===== src/rtl/cpu_pkg.sv =====
// Shared CPU register-file types and sizes.
// Pure declarations: no logic, no latency, no flow control.
package cpu_pkg;
  localparam int REG_DW    = 32;
  localparam int REG_AW    = 5;
  localparam int REG_COUNT = 1 << REG_AW;

  typedef logic [REG_AW-1:0] reg_addr_t;
  typedef logic [REG_DW-1:0] reg_data_t;

  localparam reg_addr_t REG_ZERO = '0;
endpackage


===== src/rtl/dffe_clr_w.sv =====
// DW-bit enabled register with asynchronous active-high clear; loads d on the clock edge when en=1.
// Latency one edge; no backpressure, en is the only load qualifier and clr overrides it.
module dffe_clr_w
  import cpu_pkg::*;
#(
  parameter int DW = REG_DW
) (
  input  logic          clk,
  input  logic          clr,
  input  logic          en,
  input  logic [DW-1:0] d,
  output logic [DW-1:0] q
);

  always_ff @(posedge clk or posedge clr) begin
    if (clr) begin
      q <= '0;
    end else if (en) begin
      q <= d;
    end
  end

endmodule


===== src/rtl/regfile_2r1w.sv =====
// 2-read/1-write register file, R0 hardwired to zero; write lands one edge later, reads are combinational.
// No backpressure; REGFILE_BYPASS_EN forwards same-cycle write data to a matching read port.
module regfile_2r1w
  import cpu_pkg::*;
#(
  parameter int DW = REG_DW,
  parameter int AW = REG_AW
) (
  input  logic          Clk,
  input  logic          Clr,
  input  logic          We,
  input  logic [AW-1:0] Wa,
  input  logic [DW-1:0] Wd,
  input  logic [AW-1:0] Ra1,
  output logic [DW-1:0] Rd1,
  input  logic [AW-1:0] Ra2,
  output logic [DW-1:0] Rd2
);

  localparam int DEPTH = 1 << AW;

  logic [DEPTH-1:1] wsel;
  logic [DW-1:0]    q [DEPTH];
  logic [DW-1:0]    rd1_mem;
  logic [DW-1:0]    rd2_mem;

  // R0 has no storage; the mux sees a constant zero in its slot.
  assign q[0] = '0;

  genvar i;
  generate
    for (i = 1; i < DEPTH; i++) begin : g_reg
      assign wsel[i] = We & (Wa == AW'(i));

      dffe_clr_w #(
        .DW (DW)
      ) u_reg (
        .clk (Clk),
        .clr (Clr),
        .en  (wsel[i]),
        .d   (Wd),
        .q   (q[i])
      );
    end
  endgenerate

  assign rd1_mem = q[Ra1];
  assign rd2_mem = q[Ra2];

`ifdef REGFILE_BYPASS_EN
  logic wr_live;

  // Bypass is masked by Clr so the outputs stay zero throughout reset.
  assign wr_live = We & (Wa != AW'(REG_ZERO)) & ~Clr;
  assign Rd1     = (wr_live && (Ra1 == Wa)) ? Wd : rd1_mem;
  assign Rd2     = (wr_live && (Ra2 == Wa)) ? Wd : rd2_mem;
`else
  assign Rd1 = rd1_mem;
  assign Rd2 = rd2_mem;
`endif

endmodule


===== config.mk =====
export PLATFORM = sky130hd
export DESIGN_NAME = regfile_2r1w
export DESIGN_NICKNAME = d
export VERILOG_FILES = /design/src/rtl/cpu_pkg.sv /design/src/rtl/dffe_clr_w.sv /design/src/rtl/regfile_2r1w.sv
export SDC_FILE = /design/constraint.sdc
export NUM_CORES = 2
export LEC_CHECK = 0
export ABC_AREA = 0
export CORE_MARGIN = 2
export CORE_UTILIZATION = 40
export DETAILED_ROUTE_END_ITERATION = 7
export GPL_ROUTABILITY_DRIVEN = 0
export HOLD_SLACK_MARGIN = 0.15
export PLACE_DENSITY_LB_ADDON = 0.12
export SYNTH_ARGS = -nofsm -noshare
export SYNTH_HDL_FRONTEND = slang
export SYNTH_SLANG_ARGS = --single-unit

===== constraint.sdc =====
create_clock -name Clk -period 39.7 [get_ports Clk]
set_input_delay 7.94 -clock Clk [delete_from_list [all_inputs] [get_ports Clk]]
set_output_delay 7.94 -clock Clk [all_outputs]
set_load 0.01 [all_outputs]

==> metrics.log <==
INFO  metric maximum_count_of_clock_buffers_along_a_single_path = 3
INFO  metric num_rows = between 100 and 150
INFO  metric timing_worst_slew_pin_value = around 1.3 ns
INFO  metric critical_path_peak_fanout = 54
INFO  metric report.final.hold_viol_count = 0
INFO  metric max-cap-violations = 0
INFO  metric vias_in_the_first_global_route = approximately 37000
INFO  metric worst_hold_path_type = register to register
INFO  metric final.fill_count = ~12000
INFO  metric critical_path.most_common_cell = sky130_fd_sc_hd__buf_4
INFO  metric detail_route.vias_per_cell = 6.36
INFO  metric area_delta_synth_final = 11.7%
INFO  metric crit_path_end_kind = output port
INFO  metric share_of_synthesized_registers_carrying_an_async_set_or_reset = 1.00
INFO  metric timing_worst_setup_path_type = input pin to output port
INFO  metric synthesis.yosys.warnings = 0
INFO  metric power.static_leakage = approximately 26 nW
INFO  metric fp.dieH = about 370 um
INFO  metric root_buffer = sky130_fd_sc_hd__clkbuf_16
INFO  metric seq_area_frac_synth = 0.466
INFO  metric worst_slack = 19.59 ns
INFO  metric detailroute.via_count = around 34000
INFO  metric layout-drive-gt1-share = 0.485
INFO  metric design.die.area = around 140000 um^2
INFO  metric antenna_found_initial = 5
INFO  metric crit_slowest_cell = sky130_fd_sc_hd__buf_4
INFO  metric syn_nets = around 3700
INFO  metric drt-initial-drc-count = between 2000 and 2500
INFO  metric report.final.setup_viol = 0
INFO  metric setup_repair_after_global_routing_missed_its_margin = false
INFO  metric crit_path_cell_trace = buf_8, buf_4, buf_4, mux4_2, mux2i_1, and2_1, o31ai_1, clkdlybuf4s50_1
INFO  metric die_extent_in_x = approximately 370 um
INFO  metric reg.largest.list = g.u_reg.q: 992 flops
INFO  metric synth.top_cells.by_area = sky130_fd_sc_hd__dfrtp_1 (47%), sky130_fd_sc_hd__mux2_2 (22%), sky130_fd_sc_hd__mux4_2 (16%)
INFO  metric number_of_synthesized_flops_with_an_enable_pin = 0
INFO  metric critPathRequiredTime = between 30 and 40 ns
INFO  metric drt_wl_total = approximately 180 mm
INFO  metric setup_tns = 0 ns
INFO  metric finalMaxSlewViolations = 0
INFO  metric grt_start_max_net_pins = between 150 and 200
INFO  metric syn_avg_cell_area = about 15 um^2
INFO  metric critical_path_s_largest_stage_delay = between 0.8 and 0.9 ns
INFO  metric detailedPlacementHpwl = around 100 mm
INFO  metric utilization = 0.452
INFO  metric area.sequential = ~25000 um^2
INFO  metric cts_buffers = around 120
INFO  metric clock_slew_seen_by_the_registers_of_the_worst_setup_and_hold_paths = ~0.05 ns
INFO  metric fmax = ~50 MHz
INFO  metric number_of_flip_flops_in_the_largest_register = between 900 and 1000
INFO  metric cts-htree-levels = 3
INFO  metric top_level_ports = between 100 and 150
INFO  metric tritoncts = built
INFO  metric slew-limit-headroom = 0.160
INFO  metric synth_top_cell_by_area = sky130_fd_sc_hd__dfrtp_1
INFO  metric number_of_hold_repair_buffers_added_at_the_cts_stage = 0
INFO  metric remaining_drc_errors = 0
INFO  metric timing.clock.skew = 0 ns
INFO  metric outcome = finished, final reports clean
INFO  metric floorplan.initialDensity = 0.404
INFO  metric synth_cells = 3602
INFO  metric synth_top_cell_area_share = 0.466
INFO  metric max_flop_register = g.u_reg.q
INFO  metric grtUsageTotal = 0.264
INFO  metric io_buffer_count = about 110
INFO  metric postSynthRegisterBits = just under 1000
INFO  metric peakVddDrop = approximately 36 uV
INFO  metric ant_nets = 0
INFO  metric worst_path_dominant_cell_family = buffers and inverters
INFO  metric yosys_most_used_dff = sky130_fd_sc_hd__dfrtp_1
INFO  metric synth.lib_cells_used.distinct = 28
INFO  metric design.core.area = around 130000 um^2
INFO  metric clock_insertion_delay_worst_skew = approximately 0.73 ns
INFO  metric multi_input_area = about 27000 um^2
INFO  metric synthesis.area = 53300 um^2
INFO  metric post-place-ws = between 15 and 20 ns
INFO  metric final_net_count = roughly 3600
INFO  metric clock_sink_count = a little under 1000
INFO  metric worst_setup_path_start_kind = input pin
INFO  metric critPathBufInv = 4
INFO  metric post_cts.repair.setup_buffers = 0
INFO  metric p_per_area = ~52 nW/um^2
INFO  metric detailedRoute.firstPassIterationCount = 5
INFO  metric total_power = between 3 and 4 mW
INFO  metric period_needed = between 20 and 25 ns
INFO  metric timing.critical_path.arrival = 12.17 ns
INFO  metric overflow = 0
INFO  metric cts-resized-gates = 0
INFO  metric grt_first_pass_wirelength = approximately 260 mm
INFO  metric avgRoutedWirePerCell = approximately 33 um
INFO  metric final.period_utilization = 0.507
==> where the power goes <==
part	switching, mW	leakage [nW]	internal [mW]
clock network	0.441	1.94	0.654
registers	0.141	12.7	1.21
logic	0.264	10.9	0.379
total	0.846	25.5	2.24
==> per-layer routing <==
layer	GRT usage	routed length, um	vias up
met3	0.0474	10600	312
met1	0.360	77300	18772
met4	0.0869	5650	0
met5	0	0	-
li1	-	-	13810
met2	0.425	85200	1209
==> stage by stage <==
step / hold slack, ns / area, um^2 / std cells
after floorplan: 0.470 / 53300 / 3602
after global placement: 0.480 / 55600 / 5151
after detailed placement: 0.499 / 55600 / 5151
after CTS: 0.512 / 59500 / 5362
after global routing: 0.530 / 59500 / 5364
final: 0.505 / 59500 / 5364
==> synthesized netlist by cell type (4+ instances only) <==
| cell type | instances |
|---|---|
| sky130_fd_sc_hd__a211oi_1 | 64 |
| sky130_fd_sc_hd__a22o_1 | 192 |
| sky130_fd_sc_hd__and2_1 | 66 |
| sky130_fd_sc_hd__buf_1 | 24 |
| sky130_fd_sc_hd__buf_2 | 148 |
| sky130_fd_sc_hd__buf_4 | 36 |
| sky130_fd_sc_hd__buf_6 | 9 |
| sky130_fd_sc_hd__clkbuf_1 | 185 |
| sky130_fd_sc_hd__dfrtp_1 | 992 |
| sky130_fd_sc_hd__mux2_1 | 19 |
| sky130_fd_sc_hd__mux2_2 | 1037 |
| sky130_fd_sc_hd__mux2i_1 | 192 |
| sky130_fd_sc_hd__mux4_2 | 384 |
| sky130_fd_sc_hd__nand2_1 | 15 |
| sky130_fd_sc_hd__nand2b_1 | 5 |
| sky130_fd_sc_hd__nand3_1 | 4 |
| sky130_fd_sc_hd__nor2_1 | 15 |
| sky130_fd_sc_hd__nor2b_1 | 8 |
| sky130_fd_sc_hd__o21ai_1 | 63 |
| sky130_fd_sc_hd__o22ai_1 | 64 |
| sky130_fd_sc_hd__o31ai_1 | 64 |
==> layout make-up <==
| cell class | count | area share |
|---|---|---|
| Antenna cell | 2 | 0.0000841 |
| Multi-Input combinational cell | 2205 | 0.450 |
| Clock buffer | 178 | 0.0595 |
| Timing Repair Buffer | 196 | 0.0299 |
| Tap cell | 1755 | 0.0369 |
| Sequential cell | 992 | 0.417 |
| Inverter | 3 | 0.000315 |
| Clock inverter | 33 | 0.00647 |
==> worst paths after layout <==
check	start	end	slack (ns)	cells past startpoint
setup / recovery	Ra1[2]	Rd1[26]	19.59	8
min in group asynchronous	Clr	g_reg[17].u_reg.q[25]	7.73	2
max in group asynchronous	Clr	g_reg[9].u_reg.q[14]	28.07	6
hold / removal	g_reg[28].u_reg.q[25]	g_reg[28].u_reg.q[25]	0.51	1
hold reg to reg	g_reg[28].u_reg.q[25]	g_reg[28].u_reg.q[25]	0.51	1
setup reg to reg	g_reg[20].u_reg.q[27]	g_reg[20].u_reg.q[27]	38.89	1
==> layout by cell type, fill, tap and decap left out, types with 4 or more instances in the layout <==
cell type,n
sky130_fd_sc_hd__mux2_2,1037
sky130_fd_sc_hd__o21ai_1,63
sky130_fd_sc_hd__bufinv_16,7
sky130_fd_sc_hd__and2_1,64
sky130_fd_sc_hd__nor2b_4,6
sky130_fd_sc_hd__dfrtp_1,992
sky130_fd_sc_hd__buf_8,4
sky130_fd_sc_hd__nand2_2,13
sky130_fd_sc_hd__buf_4,87
sky130_fd_sc_hd__clkinv_2,17
sky130_fd_sc_hd__clkbuf_8,34
sky130_fd_sc_hd__clkdlybuf4s50_1,102
sky130_fd_sc_hd__clkbuf_1,25
sky130_fd_sc_hd__o31ai_1,64
sky130_fd_sc_hd__mux2i_1,192
sky130_fd_sc_hd__o22ai_1,64
sky130_fd_sc_hd__mux4_2,384
sky130_fd_sc_hd__a211oi_1,64
sky130_fd_sc_hd__clkbuf_16,119
sky130_fd_sc_hd__a22o_1,192
sky130_fd_sc_hd__mux2_1,19
sky130_fd_sc_hd__nor2_4,14
==> logic make-up (layout without fill, tap and decap cells) <==
family	after synthesis	in the layout	share of synthesized area
AO/OA/AOI/OAI	448	448	0.0631
buffers and inverters	405	410	0.0358
flip-flops	992	992	0.466
multiplexers	1632	1632	0.422
other	0	2	0
AND/OR/NAND/NOR	125	125	0.0135
No activity file was read; power rests on OpenSTA's default activity.
